File: src/rtl/y_signature_collector.sv
// y_signature_collector: compresses a wide sampled bus into a MISR signature.
// A run loads SEED, accepts a programmed number of valid samples, then holds
// the final signature together with a registered compare against a golden value.
module y_signature_collector #(
  parameter int                DATA_W = 474,
  parameter int                SIG_W  = 32,
  parameter logic [SIG_W-1:0]  POLY   = 32'h04C11DB7,
  parameter logic [SIG_W-1:0]  SEED   = 32'hFFFFFFFF,
  parameter int                CNT_W  = 16
) (
  input  logic              clk,
  input  logic              rst,
  input  logic              start,
  input  logic [CNT_W-1:0]  num_samples,
  input  logic              sample_valid,
  input  logic [DATA_W-1:0] sample_data,
  input  logic [SIG_W-1:0]  expected_sig,
  output logic              busy,
  output logic              done,
  output logic [SIG_W-1:0]  signature,
  output logic [CNT_W-1:0]  sample_count,
  output logic              match
);

  // Number of SIG_W-wide slices after zero-extending the sampled bus.
  localparam int NSL   = (DATA_W + SIG_W - 1) / SIG_W;
  localparam int EXT_W = NSL * SIG_W;

  typedef enum logic [1:0] {
    S_IDLE    = 2'd0,
    S_COLLECT = 2'd1,
    S_DONE    = 2'd2
  } state_t;

  state_t            state_q, state_d;
  logic [SIG_W-1:0]  sig_q, sig_d;
  logic [CNT_W-1:0]  cnt_q, cnt_d;
  logic [CNT_W-1:0]  target_q, target_d;
  logic              match_q, match_d;

  logic              load;
  logic              accept;
  logic              last_accept;
  logic [EXT_W-1:0]  data_ext;
  logic [SIG_W-1:0]  fold_chain [0:NSL];
  logic [SIG_W-1:0]  sig_step;

  // Fold: XOR of all zero-extended SIG_W slices of the sample.
  assign data_ext      = EXT_W'(sample_data);
  assign fold_chain[0] = '0;

  generate
    for (genvar gi = 0; gi < NSL; gi++) begin : g_fold
      assign fold_chain[gi+1] = fold_chain[gi] ^ data_ext[gi*SIG_W +: SIG_W];
    end
  endgenerate

  // Galois-style shift of the current signature with polynomial feedback.
  assign sig_step = {sig_q[SIG_W-2:0], 1'b0} ^ (sig_q[SIG_W-1] ? POLY : '0);

  // A start is honoured anywhere except mid-run; a run with target 0 never
  // accepts, so the count comparison also guards the zero-length case.
  assign load        = start && (state_q != S_COLLECT);
  assign accept      = (state_q == S_COLLECT) && sample_valid && (cnt_q != target_q);
  assign last_accept = accept && ((cnt_q + CNT_W'(1)) == target_q);

  // State register.
  always_ff @(posedge clk or posedge rst) begin
    if (rst) begin
      state_q <= S_IDLE;
    end else begin
      state_q <= state_d;
    end
  end

  // Next-state logic.
  always_comb begin
    state_d = state_q;
    case (state_q)
      S_IDLE: begin
        if (start) state_d = S_COLLECT;
      end
      S_COLLECT: begin
        // Zero-target runs pass through COLLECT for one cycle, then finish.
        if (cnt_q == target_q || last_accept) state_d = S_DONE;
      end
      S_DONE: begin
        if (start) state_d = S_COLLECT;
      end
      default: state_d = S_IDLE;
    endcase
  end

  // Output decode from the current state.
  always_comb begin
    busy = 1'b0;
    done = 1'b0;
    case (state_q)
      S_COLLECT: busy = 1'b1;
      S_DONE:    done = 1'b1;
      default: begin
        busy = 1'b0;
        done = 1'b0;
      end
    endcase
  end

  // Datapath next-state: load on start, compress on each accepted sample.
  always_comb begin
    sig_d    = sig_q;
    cnt_d    = cnt_q;
    target_d = target_q;
    if (load) begin
      sig_d    = SEED;
      cnt_d    = '0;
      target_d = num_samples;
    end else if (accept) begin
      sig_d = sig_step ^ fold_chain[NSL];
      cnt_d = cnt_q + CNT_W'(1);
    end
    // Compare against the value the signature is about to take, so match
    // is already valid in the cycle done first rises.
    match_d = (sig_d == expected_sig);
  end

  // Datapath registers.
  always_ff @(posedge clk or posedge rst) begin
    if (rst) begin
      sig_q    <= SEED;
      cnt_q    <= '0;
      target_q <= '0;
      match_q  <= 1'b0;
    end else begin
      sig_q    <= sig_d;
      cnt_q    <= cnt_d;
      target_q <= target_d;
      match_q  <= match_d;
    end
  end

  assign signature    = sig_q;
  assign sample_count = cnt_q;
  assign match        = match_q;

endmodule

File: config.mk
export PLATFORM = sky130hd
export DESIGN_NAME = y_signature_collector
export DESIGN_NICKNAME = d
export VERILOG_FILES = /design/src/rtl/y_signature_collector.sv
export SDC_FILE = /design/constraint.sdc
export NUM_CORES = 1
export LEC_CHECK = 0
export CAP_MARGIN = 20
export CORE_AREA = 5 5 222 224
export DETAILED_ROUTE_END_ITERATION = 16
export DIE_AREA = 0 0 227 229
export GPL_TIMING_DRIVEN = 0
export SYNTH_ARGS = -nofsm -noshare
export SYNTH_HDL_FRONTEND = slang
export SYNTH_SLANG_ARGS = --single-unit
File: constraint.sdc
create_clock -name clk -period 2.6 [get_ports clk]
set_input_delay 0.52 -clock clk [delete_from_list [all_inputs] [get_ports clk]]
set_output_delay 0.52 -clock clk [all_outputs]
set_load 0.005 [all_outputs]
## Word level (Yosys, flattened, before mapping)

Cells that the tools add are included.

- Add/sub/neg operators: 1
- Muxes and demuxes: 10
- Equality and inequality tests: 9
- Bitwise gates (word level): 16
- Reductions and logical operators: 9

Operators with widths:

| operator | count |
|---|---|
| XOR 32 bit | 14 |
| two-way mux 32 bit | 2 |
| == test 16 bit | 2 |
| == test 32 bit | 1 |
| two-way mux 16 bit | 2 |
| XOR 32 x 26 -> 32 bit | 1 |
| XOR 32 x 27 -> 32 bit | 1 |
| two-way mux 27 bit | 1 |
| adder 16 x 1 -> 16 bit (second input constant) | 1 |
| != test 16 bit | 1 |
| != test 2 x 1 -> 1 bit (second input constant) | 3 |
| logical AND 1 bit | 4 |
| two-way mux 2 bit | 2 |
| case mux 2 bit (2 select lines) | 1 |
| == test 2 x 1 -> 1 bit (second input constant) | 1 |
| == test 2 bit (second input constant) | 1 |
| logical NOT 2 bit | 1 |
| two-way mux 1 bit | 2 |
| AND reduction 2 bit | 1 |
| nonzero test 2 bit | 1 |
| OR reduction 2 bit | 1 |
| logical OR 1 bit | 1 |

- Bits in registers: 67
- Word-level logic and storage cells: 50

## Logic depth before layout (Yosys ltp)

Gate-level depths: netlist of run 1.

- Depth in word-level cells: 18
- Depth in mapped cells: 13
- Mapped depth without buffers: 10

## Worst setup path before layout of run 1

Ideal clock, no wire load.

- Path type: flip-flop to flip-flop
- Start point: register cnt_q[2] (netlist: sample_count[2])
- End point: register match_q (netlist: match)
- Path buffers: 3
- Path slack: -0.150 ns
- Data arrival time: 2.654 ns
- Stages on the path, launching flop included: 13
- Period minus slack after synthesis: 2.750 ns
- Cells stage by stage: dfrtp_1 -> buf_6 -> xor2_1 -> or4_1 -> nor2_2 -> a31o_1 -> buf_4 -> buf_12 -> mux2i_1 -> xor2_1 -> nor4_2 -> nand4_1 -> nor4_2

- Cells in the longest elaborated chain, start to end: 5

RTL lines:

| element | RTL line | RTL |
|---|---|---|
| start, declared | 37 | `logic [CNT_W-1:0] cnt_q, cnt_d;` |
| start signal, assigned | 135 | `cnt_q <= cnt_d;` |
| != test 16 bit | 64 | `assign accept = (state_q == S_COLLECT) && sample_valid && (cnt_q != target_q);` |
| logical AND 1 bit | 64 |  |
| two-way mux 32 bit | 117 | `end else if (accept) begin` |
| two-way mux 32 bit | 113 | `if (load) begin` |
| via sig_d[19] | 36 | `logic [SIG_W-1:0] sig_q, sig_d;` |
| == test 32 bit | 123 | `match_d = (sig_d == expected_sig);` |
| via match_d | 39 | `logic match_q, match_d;` |
| end signal, assigned | 137 | `match_q <= match_d;` |
| end, declared | 39 |  |

The timed path passes the listed nets, and every way through them passes these cells.
A chain may end at the register's enable or synchronous reset.

## Worst setup path after layout of run 1

- Start point: register target_q[10]
- End point: register match_q (netlist: match)

- Cells in the longest elaborated chain, start to end: 5

RTL lines:

| element | RTL line | RTL |
|---|---|---|
| start, declared | 38 | `logic [CNT_W-1:0] target_q, target_d;` |
| start signal, assigned | 136 | `target_q <= target_d;` |
| != test 16 bit | 64 |  |
| logical AND 1 bit | 64 |  |
| two-way mux 32 bit | 117 |  |
| two-way mux 32 bit | 113 |  |
| via sig_d[9] | 36 |  |
| == test 32 bit | 123 |  |
| via match_d | 39 |  |

The timed path passes the listed nets, and every way through them passes these cells.

==> impl_metrics.json, run 1 <==
{
  "run_status": "complete, but fails checks",
  "failed_checks": "setup timing",
  "worst_setup_path_endpoint": "match$_DFF_PP0_",
  "placeableCoreArea_um2": 47100,
  "clock_tree.root_cell": "sky130_fd_sc_hd__clkbuf_16",
  "layout_commonest_cell": "sky130_fd_sc_hd__clkdlybuf4s50_1",
  "min-delay-path-class": "register to register",
  "post_cts_clock_slew_at_the_launch_and_capture_registers_of_the_worst_setup_and_hold_paths_ns": 0.06,
  "asyncSetResetFlopFracSynth_pct": 100,
  "synth_top_flop_cell": "sky130_fd_sc_hd__dfrtp_1",
  "cp_data_arrival_time_ns": 3.45,
  "finalWeightedCongestion": 0.903,
  "grt_start_max_net_pins": 42,
  "critical_path_required_ns": 2.86,
  "timing.final.max_slew_violations": 0,
  "die_w_um": 227,
  "worstSkewPairLatency_ns": 0.36,
  "post-route-min-period_ns": 3.19,
  "buffers_added_on_ports": 576,
  "finish.net_count": 2048,
  "cp-end-kind": "register",
  "final_min_period_over_clock_period_pct": 123,
  "timing.setup.critical_path_class": "register to register",
  "layout.area.seq_um2": 1730,
  "cts_buffer_depth": 2,
  "fin_hold_ws_ns": 0.504,
  "timing.reg2reg.worst_path_depth": 11,
  "synth_seq_area_share_pct": 20.9,
  "static-leakage-power_nw": 5.56,
  "max_cap_violations": 0,
  "postSynthAreaPerCell_um2": 8.96,
  "vias_post_dr": 8434,
  "cts_made_buffers": 9,
  "syn-cell-area_um2": 8220,
  "critical_path.reg2reg.startpoint": "target_q[10]$_DFFE_PP0P_",
  "placement_rows": 80,
  "power_density_nw_per_um2": 680,
  "synth.distinct_cells": 53,
  "tightest_slew_ns": 0.653,
  "grt.total_usage_pct": 15.0,
  "total_wirelength_um": 40700,
  "rsz0062_at_grt": "yes",
  "worst_slack_ns": -0.594,
  "worst_clock_skew_ns": 0.0126,
  "synthesis.yosys.warnings": 0,
  "final-hold-violation-count": 0,
  "areaGrowthSynthToFinish_pct": 90.0,
  "antenna_found_initial": 9,
  "drtAntennaViolNets": 0,
  "synth.ff_latch_count": 67,
  "final_core_util_pct": 33.1,
  "drcViolationCount": 0,
  "start_point_of_the_critical_path": "target_q[10]$_DFFE_PP0P_",
  "die_area_um2": 52000,
  "cts_tree": "done",
  "sum_of_overflow_across_all_layers_after_global_routing": 0,
  "avgRoutedWirePerCell_um": 19.0,
  "initial_core_util_pct": 17.4,
  "crit_path_depth": 11,
  "placement.setup.worst_slack_ns": -1.49,
  "cells_traversed_along_the_worst_timing_path": "xor2_2 > or4_1 > nor2_2 > a31o_1 > buf_8 > buf_12 > mux2i_4 > xor2_4 > nor4_4 > nand4_1 > nor4_2",
  "critical_path.max_stage_delay_ns": 0.53,
  "layout-drive-gt1-share_pct": 8.45,
  "startpoint_type": "register",
  "final_cell_mix": "sky130_fd_sc_hd__clkdlybuf4s50_1 (576), sky130_fd_sc_hd__xnor2_1 (426), sky130_fd_sc_hd__xor2_1 (98)",
  "maxSlewHeadroom_pct": 56.3,
  "multiInputGateArea_um2": 6610,
  "grt_first_pass_wirelength_um": 57600,
  "first_global_vias": 9092,
  "vdd.ir_drop.worst_mv": 0.349,
  "drt_iter0_drc": 412,
  "drt_pass1_iterations": 5,
  "postSynthNetCount": 1444,
  "detailed_place_hpwl_um": 36200,
  "slowest_stage": "sky130_fd_sc_hd__or4_1",
  "h-tree-depth": 3,
  "pin_count": 577,
  "die_h_um": 229,
  "timing.rr.end": "match$_DFF_PP0_",
  "setup.reg_to_reg.worst_slack_ns": -0.59,
  "critical_path_buf_inv_count": 2,
  "final.fill_count": 4899,
  "setup_violations": 7,
  "synth-edff-count": 0,
  "synth_cells": 917,
  "timing.critical_path.fanout_max": 5,
  "maxClockFrequency_mhz": 313,
  "route.detailed.vias_per_inst": 3.93,
  "hold_fix_buffers_cts": 0,
  "number_of_sinks_on_the_clock_net": 67,
  "cpLargestDelayFamily": "simple AND/OR/NAND/NOR gates"
}
## metal layers
layer	global-route usage, %	routed length (um)	vias to the layer above
li1	-	-	4176
met1	17.6	15500	3840
met2	27.0	21200	362
met3	4.38	3170	46
met4	3.21	748	10
met5	0	55	-
## cells in the mapped netlist, types with 2 or more instances
| cell type | count | area [um2] |
|---|---|---|
| sky130_fd_sc_hd__or4_1 | 2 | 15.0 |
| sky130_fd_sc_hd__buf_1 | 4 | 15.0 |
| sky130_fd_sc_hd__a31oi_1 | 4 | 25.0 |
| sky130_fd_sc_hd__and3_1 | 5 | 31.3 |
| sky130_fd_sc_hd__o21ai_1 | 14 | 70.1 |
| sky130_fd_sc_hd__o211ai_1 | 8 | 60.1 |
| sky130_fd_sc_hd__o31ai_1 | 8 | 60.1 |
| sky130_fd_sc_hd__xor2_1 | 103 | 902 |
| sky130_fd_sc_hd__and2_1 | 4 | 25.0 |
| sky130_fd_sc_hd__nor4_1 | 5 | 31.3 |
| sky130_fd_sc_hd__o22ai_1 | 6 | 37.5 |
| sky130_fd_sc_hd__nand2_1 | 74 | 278 |
| sky130_fd_sc_hd__a21oi_1 | 9 | 45.0 |
| sky130_fd_sc_hd__nand4_1 | 6 | 37.5 |
| sky130_fd_sc_hd__buf_2 | 4 | 20.0 |
| sky130_fd_sc_hd__nand3_1 | 14 | 70.1 |
| sky130_fd_sc_hd__clkbuf_1 | 11 | 41.3 |
| sky130_fd_sc_hd__dfrtp_1 | 35 | 876 |
| sky130_fd_sc_hd__dfstp_2 | 32 | 841 |
| sky130_fd_sc_hd__buf_6 | 2 | 22.5 |
| sky130_fd_sc_hd__a22oi_1 | 2 | 15.0 |
| sky130_fd_sc_hd__mux2i_1 | 20 | 200 |
| sky130_fd_sc_hd__nor4_2 | 2 | 25.0 |
| sky130_fd_sc_hd__nor2_1 | 51 | 191 |
| sky130_fd_sc_hd__o41ai_1 | 4 | 35.0 |
| sky130_fd_sc_hd__nand2b_1 | 4 | 25.0 |
| sky130_fd_sc_hd__o21ai_0 | 9 | 45.0 |
| sky130_fd_sc_hd__inv_1 | 13 | 48.8 |
| sky130_fd_sc_hd__xnor3_1 | 6 | 135 |
| sky130_fd_sc_hd__xnor2_1 | 430 | 3770 |
| sky130_fd_sc_hd__nor3_1 | 4 | 20.0 |
## state kept, by name, indices dropped and copies added, names as in the netlist
| name | cells |
|---|---|
| sample_count | 16 |
| target_q | 16 |
| match | 1 |
| state_q | 2 |
| signature | 32 |
## worst reg2reg max path, delay by kind of cell, from the launching register on
family	cells	cell delay, ns
simple gates	5	1.55
compound gates	1	0.21
buf+inv	2	0.32
xor+xnor	2	0.31
flops	1	0.40
mux	1	0.30
## through the flow
stage	TNS (ns)	std cells	instance area [um2]	total power [mW]
after floorplan	-0.130	917	8240	5.97
after global placement	-95.18	2108	14800	8.81
after detailed placement	-43.08	2109	14800	8.88
after CTS	-1.15	2137	15500	10.7
after global routing	-4.62	2143	15600	11.4
final	-1.28	2146	15600	10.6
## area by class of cell
type / instances / share of cell area (%)
Tap cell: 615 / 4.93
Timing Repair Buffer: 598 / 38.3
Clock inverter: 7 / 0.337
Buffer: 19 / 1.15
Antenna cell: 5 / 0.0802
Sequential cell: 67 / 11.1
Clock buffer: 9 / 1.44
Inverter: 13 / 0.329
Multi-Input combinational cell: 813 / 42.3
## worst min-delay path by stage
stage | slack [ns] | depth (start not counted) | startpoint | end
after floorplan | 0.47 | 2 | target_q[0]$_DFFE_PP0P_ | target_q[0]$_DFFE_PP0P_
after global placement | 0.49 | 2 | target_q[10]$_DFFE_PP0P_ | target_q[10]$_DFFE_PP0P_
after detailed placement | 0.49 | 2 | target_q[10]$_DFFE_PP0P_ | target_q[10]$_DFFE_PP0P_
after CTS | 0.50 | 2 | target_q[10]$_DFFE_PP0P_ | target_q[10]$_DFFE_PP0P_
after global routing | 0.53 | 2 | target_q[9]$_DFFE_PP0P_ | target_q[9]$_DFFE_PP0P_
final | 0.50 | 2 | target_q[14]$_DFFE_PP0P_ | target_q[14]$_DFFE_PP0P_
## cells by family (layout without fill, tap and decap cells)
| kind of cell | Yosys count | in the layout | share of synthesized area (%) |
|---|---|---|---|
| compound gates | 77 | 77 | 6.23 |
| xor+xnor | 539 | 539 | 58.5 |
| fa+ha+maj | 1 | 1 | 0.152 |
| buf+inv | 37 | 646 | 2.19 |
| flops | 67 | 67 | 20.9 |
| mux | 21 | 21 | 2.57 |
| other cells | 0 | 5 | 0 |
| simple gates | 175 | 175 | 9.49 |
## report_power, final
group | total [mW] | leakage (nW) | switching [mW] | internal (mW)
combinational | 7.35 | 4.64 | 3.52 | 3.84
sequential | 2.05 | 0.787 | 0.499 | 1.55
clock | 1.21 | 0.136 | 0.554 | 0.653
## what timing repair did
| item | in CTS | in global routing |
|---|---|---|
| pin swaps | 15 | 10 |
| gates resized for setup | 64 | 18 |
| setup endpoints to repair | 53 | 36 |
| cloned | 1 | 0 |
| buffers inserted | 15 | 6 |
(Power assumes the default switching activity.)
==> run 2: changes to the inputs <==
--- a/config.mk
+++ b/config.mk
@@ -5,10 +5,11 @@
 export SDC_FILE = /design/constraint.sdc
 export NUM_CORES = 1
 export LEC_CHECK = 0
+export ABC_AREA = 1
 export CAP_MARGIN = 20
-export CORE_AREA = 5 5 222 224
+export CORE_AREA = 2 2 224 226
 export DETAILED_ROUTE_END_ITERATION = 16
-export DIE_AREA = 0 0 227 229
+export DIE_AREA = 0 0 226 228
 export GPL_TIMING_DRIVEN = 0
 export SYNTH_ARGS = -nofsm -noshare
 export SYNTH_HDL_FRONTEND = slang
==> impl_metrics.json, run 2 <==
{
  "run_status": "complete, no violations",
  "antenna_found_initial": 5,
  "synth_cells": 2340,
  "total_wirelength_um": 50800,
  "grt.total_usage_pct": 19.1,
  "rsz0062_at_grt": "yes",
  "worstSkewPairLatency_ns": 0.35,
  "final.fill_count": 5361,
  "layout_commonest_cell": "sky130_fd_sc_hd__nand2_1",
  "post_dp_cell_area_um2": 18800,
  "synth_top_area_cell": "sky130_fd_sc_hd__nand2_1",
  "avgRoutedWirePerCell_um": 14.0,
  "first_global_vias": 13600,
  "met1Wirelength_um": 20900,
  "power_density_nw_per_um2": 560,
  "worst_clock_skew_ns": 0.0119,
  "drtAntennaViolNets": 0,
  "synth.ff_latch_count": 67,
  "dr_wl_met2_um": 25100,
  "synth_seq_area_share_pct": 14.1,
  "syn-cell-area_um2": 12200,
  "crit_path_depth": 16,
  "synthesis.yosys.warnings": 0,
  "synth-edff-count": 0,
  "layout-drive-gt1-share_pct": 5.90,
  "tightest_slew_ns": 0.554,
  "finish.net_count": 3486,
  "sum_of_overflow_across_all_layers_after_global_routing": 0,
  "critical_path.max_stage_delay_ns": 0.46,
  "setup_violations": 0,
  "die_h_um": 228,
  "finish.cell_count_without_fillers": 3640,
  "cts_buffer_depth": 2,
  "synth_top_flop_cell": "sky130_fd_sc_hd__dfrtp_1",
  "slowest_stage": "sky130_fd_sc_hd__dfrtp_2",
  "synth.distinct_cells": 36,
  "initial_core_util_pct": 24.7,
  "dr_wl_met3_um": 3460,
  "cpLargestDelayFamily": "simple AND/OR/NAND/NOR gates",
  "timing.final.max_slew_violations": 0,
  "vdd.ir_drop.worst_mv": 0.327,
  "postSynthAreaPerCell_um2": 5.22,
  "yosys-top-cells-count": "sky130_fd_sc_hd__nand2_1 (1,067), sky130_fd_sc_hd__inv_1 (481), sky130_fd_sc_hd__nand3_1 (204), sky130_fd_sc_hd__nor2_1 (132), sky130_fd_sc_hd__xnor2_1 (127)",
  "postSynthNetCount": 2867,
  "asyncSetResetFlopFracSynth_pct": 100,
  "drt_pass1_iterations": 5,
  "cells_traversed_along_the_worst_timing_path": "inv_2 > nand2_1 > nand2_2 > nor2_1 > nand2_1 > nor2_4 > a21oi_4 > buf_12 > nand3_1 > nand3b_1 > nand2_1 > nor2_1 > nand2_1 > nor2_1 > nand2_1 > nor2_1",
  "synth_top_cell_area_share_pct": 32.8,
  "pin_count": 577,
  "drcViolationCount": 0,
  "grt_first_pass_wirelength_um": 74100,
  "number_of_sinks_on_the_clock_net": 67,
  "placement_rows": 82,
  "crit_path_frequent_cell": "sky130_fd_sc_hd__nand2_1",
  "static-leakage-power_nw": 10.9,
  "die_area_um2": 51500,
  "post-route-min-period_ns": 2.50,
  "largest_register_ff_count": 32,
  "final_core_util_pct": 40.0,
  "final-hold-violation-count": 0,
  "critical_path_buf_inv_count": 2,
  "cp_data_arrival_time_ns": 2.79,
  "clock_tree.root_cell": "sky130_fd_sc_hd__clkbuf_16",
  "final_min_period_over_clock_period_pct": 96.3,
  "synth_area_leaders": "sky130_fd_sc_hd__nand2_1 (33%), sky130_fd_sc_hd__inv_1 (15%), sky130_fd_sc_hd__xnor2_1 (9.1%), sky130_fd_sc_hd__nand3_1 (8.4%), sky130_fd_sc_hd__xor2_1 (8.1%)",
  "highest-signal-layer": "met4",
  "maxClockFrequency_mhz": 399,
  "cts_tree": "done",
  "critical_path_required_ns": 2.89,
  "detailed_place_hpwl_um": 43800,
  "final_cell_mix": "sky130_fd_sc_hd__nand2_1 (1,052), sky130_fd_sc_hd__clkdlybuf4s50_1 (576), sky130_fd_sc_hd__inv_1 (479)",
  "timing.setup.critical_path_class": "register to register",
  "maxSlewHeadroom_pct": 63.0,
  "route.detailed.vias_per_inst": 4.09,
  "finalWeightedCongestion": 0.833,
  "areaGrowthSynthToFinish_pct": 61.8,
  "h-tree-depth": 3,
  "grt_start_max_net_pins": 48,
  "buffers_added_on_ports": 576,
  "drt_iter0_drc": 567,
  "stdcell_area_um2": 19800,
  "cts_made_buffers": 9,
  "vias_post_dr": 14900,
  "timing.reg2reg.worst_path_depth": 16,
  "post_cts_clock_slew_at_the_launch_and_capture_registers_of_the_worst_setup_and_hold_paths_ns": 0.07,
  "synth_most_common_cell": "sky130_fd_sc_hd__nand2_1",
  "max_cap_violations": 0,
  "die_w_um": 226,
  "dp.cells": 3589,
  "totalPowerFinal_mw": 11.1,
  "startpoint_type": "register",
  "cp-end-kind": "register",
  "setup.reg_to_reg.worst_slack_ns": 0.1,
  "min-delay-path-class": "primary input to async pin",
  "timing.critical_path.fanout_max": 10,
  "placeableCoreArea_um2": 49300
}
[run 2: layout make-up]
cell class	count	area, um2	area share [%]
multi-input cells	1772	8730	44.2
repair buffers	608	6100	30.9
inverters	484	1820	9.21
flip-flops and latches	67	1730	8.74
well taps	672	841	4.26
clock buffers	9	225	1.14
plain buffers	17	210	1.06
clock inverters	7	101	0.513
diodes	4	10.0	0.0507
[run 2: path summary, 6_finish.rpt]
kind,start,to
min in group clk,target_q[0]$_DFFE_PP0P_,target_q[0]$_DFFE_PP0P_
worst min register to register,target_q[0]$_DFFE_PP0P_,target_q[0]$_DFFE_PP0P_
worst min-delay path,rst,sample_count[1]$_DFFE_PP0P_
max in group asynchronous,rst,signature[1]$_DFF_PP1_
worst max register to register,sample_count[2]$_DFFE_PP0P_,match$_DFF_PP0_
worst max-delay path,sample_count[2]$_DFFE_PP0P_,match$_DFF_PP0_
[run 2: logic make-up (layout without fill, tap and decap cells)]
family,after synthesis,in the layout,synth area share [%]
compound gates,43,43,2.09
xor+xnor,241,241,17.3
fa+ha+maj,1,1,0.102
buf+inv,501,1125,15.9
flops,67,67,14.1
other cells,0,4,0
simple gates,1487,1487,50.5
[run 2: stage by stage]
step                setup WS, ns  hold WS, ns  TNS [ns]
detailed placement        -0.899        0.493    -16.12
finish                    0.0964        0.504         0
CTS                     -0.00493        0.507  -0.00493
global route             -0.0593        0.516   -0.0701
global placement           -1.28        0.492    -79.23
floorplan                  0.426        0.465         0
[run 2: repair_timing]
item	in CTS	in global routing
setup endpoints to repair	29	8
buffers inserted	4	24
cloned	0	3
hold buffers	0	0
pin swaps	2	21
resized for setup	18	64
[run 2: power breakdown]
part	switching (mW)	internal [mW]
clock	0.572	0.850
sequential	0.593	1.70
combinational	3.88	3.47
total	5.05	6.03
[run 2: routing by layer]
metal / track usage (%) / vias up
li1: - / 8154
met1: 21.5 / 6283
met2: 35.7 / 418
met3: 4.22 / 50
met4: 5.09 / 0
met5: 0 / -
==> run 3: changes to the inputs <==
--- a/config.mk
+++ b/config.mk
@@ -11,6 +11,7 @@
 export DETAILED_ROUTE_END_ITERATION = 16
 export DIE_AREA = 0 0 226 228
 export GPL_TIMING_DRIVEN = 0
+export PLACE_DENSITY = 0.64
 export SYNTH_ARGS = -nofsm -noshare
 export SYNTH_HDL_FRONTEND = slang
 export SYNTH_SLANG_ARGS = --single-unit
==> impl_metrics.json, run 3 (synthesized netlist as in run 2, its figures left out) <==
{
  "drt_iter0_drc": 522,
  "drt_pass1_iterations": 5,
  "worst_clock_skew_ns": 0.00776,
  "cp-end-kind": "register",
  "die_area_um2": 51500,
  "placement_rows": 82,
  "pin_count": 577,
  "timing.final.max_slew_violations": 0,
  "final_min_period_over_clock_period_pct": 99.6,
  "grt.total_usage_pct": 18.7,
  "drcViolationCount": 0,
  "die_h_um": 228,
  "layout_commonest_cell": "sky130_fd_sc_hd__nand2_1",
  "power.combinational.fraction_pct": 64.7,
  "worst_slack_ns": 0.00924,
  "route.detailed.vias_per_inst": 4.07,
  "finish.cell_count_without_fillers": 3627,
  "finish.net_count": 3475,
  "maxSlewHeadroom_pct": 62.4,
  "setup_violations": 0,
  "finalWeightedCongestion": 0.875,
  "first_global_vias": 13800,
  "cts_buffer_depth": 2,
  "total_wirelength_um": 49000,
  "buffers_added_on_ports": 576,
  "vdd.ir_drop.worst_mv": 0.282,
  "post_cts_clock_slew_at_the_launch_and_capture_registers_of_the_worst_setup_and_hold_paths_ns": 0.07,
  "final_cell_mix": "sky130_fd_sc_hd__nand2_1 (1,058), sky130_fd_sc_hd__clkdlybuf4s50_1 (576), sky130_fd_sc_hd__inv_1 (480)",
  "clock_tree.root_cell": "sky130_fd_sc_hd__clkbuf_16",
  "drtAntennaViolNets": 0,
  "vias_post_dr": 14800,
  "timing.critical_path.fanout_max": 6,
  "layout-drive-gt1-share_pct": 5.32,
  "largest_register_ff_count": 32,
  "areaGrowthSynthToFinish_pct": 60.6,
  "tightest_slew_ns": 0.564,
  "avgRoutedWirePerCell_um": 13.5,
  "cp_data_arrival_time_ns": 2.87,
  "maxClockFrequency_mhz": 386,
  "max_cap_violations": 0,
  "cellInternalPower_mw": 6.02,
  "hold_fix_buffers_cts": 0,
  "h-tree-depth": 3,
  "final-hold-violation-count": 0,
  "grt_start_max_net_pins": 50,
  "post-route-min-period_ns": 2.59,
  "timing.setup.critical_path_class": "register to register",
  "static-leakage-power_nw": 10.8,
  "die_w_um": 226,
  "critical_path_required_ns": 2.88,
  "placeableCoreArea_um2": 49300,
  "seqPwrFrac_pct": 21.3,
  "dp.cells": 3589,
  "fin_hold_ws_ns": 0.505,
  "final_core_util_pct": 39.7,
  "min-delay-path-class": "register to register",
  "run_status": "complete, no violations",
  "grt_first_pass_wirelength_um": 73600,
  "startpoint_type": "register",
  "number_of_sinks_on_the_clock_net": 67,
  "worstSkewPairLatency_ns": 0.35,
  "p_sw_mw": 4.88,
  "placement.setup.worst_slack_ns": -0.803,
  "detailed_place_hpwl_um": 42400,
  "netSwitchingFraction_pct": 44.8,
  "totalPowerFinal_mw": 10.9,
  "clock_power_share_pct": 14.0,
  "initial_core_util_pct": 24.7,
  "antenna_found_initial": 3,
  "rsz0062_at_grt": "yes",
  "cts_made_buffers": 9,
  "cts_tree": "done",
  "sum_of_overflow_across_all_layers_after_global_routing": 0,
  "power_density_nw_per_um2": 556
}
run 3: changes by cell type in the layout (fill, tap and decap cells not counted), moves of 2 or more:
cell	previous run	this run
sky130_fd_sc_hd__dfrtp_1	27	24
sky130_fd_sc_hd__dfrtp_2	8	11
sky130_fd_sc_hd__clkbuf_16	12	10
sky130_fd_sc_hd__buf_8	2	4
sky130_fd_sc_hd__nand2_1	1052	1058
sky130_fd_sc_hd__nand2_2	15	10
sky130_fd_sc_hd__clkbuf_1	3	5
sky130_fd_sc_hd__buf_4	27	16
sky130_fd_sc_hd__diode_2	4	2
sky130_fd_sc_hd__nor2_4	10	8
run 3: what timing repair did:
action / CTS / global route
endpoints found under the setup margin: 29 / 5
gates cloned: 0 / 1
resized for setup: 20 / 49
pin swaps: 3 / 26
buffers inserted: 6 / 14
run 3: per-stage QoR:
step	instance area, um2	setup TNS (ns)
final	19600	0
after global routing	19600	-0.172
after CTS	19300	0
after detailed placement	18800	-16.93
after global placement	18800	-80.44
after floorplan	12200	0
run 3: cell type report:
cell class	instances	area (um2)
timing repair buffer	598	6000
tap	672	841
sequential	67	1730
multi-input combinational	1772	8680
antenna	2	5.00
clock buffer	10	229
inverter	484	1820
fill	5329	29700
clock inverter	6	113
buffer	16	188
run 3: worst paths after layout:
check / from / endpoint / slack, ns / depth (start not counted)
worst max-delay path: sample_count[5]$_DFFE_PP0P_ / match$_DFF_PP0_ / 0.009 / 18
worst max register to register: sample_count[5]$_DFFE_PP0P_ / match$_DFF_PP0_ / 0.009 / 18
min in group asynchronous: rst / match$_DFF_PP0_ / 0.51 / 2
worst min-delay path: target_q[0]$_DFFE_PP0P_ / target_q[0]$_DFFE_PP0P_ / 0.50 / 2
worst min register to register: target_q[0]$_DFFE_PP0P_ / target_q[0]$_DFFE_PP0P_ / 0.50 / 2
max in group asynchronous: rst / signature[23]$_DFF_PP1_ / 1.48 / 3
run 3: layer usage:
layer / share of wire [%] / track usage, % / up-vias
li1: - / - / 8132
met1: 41 / 21.3 / 6191
met2: 49 / 34.7 / 408
met3: 7.6 / 4.38 / 36
met4: 1.7 / 4.33 / 2
met5: 0.027 / 0 / -
run 3: power groups by stage:
stage	Sequential (mW)	Clock, mW	Combinational, mW
2_1_floorplan	2.12	0	4.04
3_3_place_gp	2.33	0	6.75
3_5_place_dp	2.33	0	6.84
4_1_cts	2.33	1.59	6.93
5_1_grt	2.41	1.62	8.03
6_report	2.32	1.52	7.05
run 3: worst max-delay path: stages (launching register included):
cell and delay, ns:
sky130_fd_sc_hd__dfrtp_1 0.40, sky130_fd_sc_hd__buf_6 0.14, sky130_fd_sc_hd__xor2_2 0.18, sky130_fd_sc_hd__nor2_1 0.13, sky130_fd_sc_hd__nand2_1 0.10, sky130_fd_sc_hd__nor2_4 0.17, sky130_fd_sc_hd__a21oi_4 0.08, sky130_fd_sc_hd__buf_12 0.14
sky130_fd_sc_hd__nor2_4 0.23, sky130_fd_sc_hd__buf_12 0.17, sky130_fd_sc_hd__buf_12 0.12, sky130_fd_sc_hd__nand2_1 0.06, sky130_fd_sc_hd__nand3b_1 0.08, sky130_fd_sc_hd__nand2_1 0.06, sky130_fd_sc_hd__nor2_1 0.08, sky130_fd_sc_hd__nand2_1 0.07
sky130_fd_sc_hd__nor2_2 0.14, sky130_fd_sc_hd__nand2_1 0.07, sky130_fd_sc_hd__nor2_1 0.10
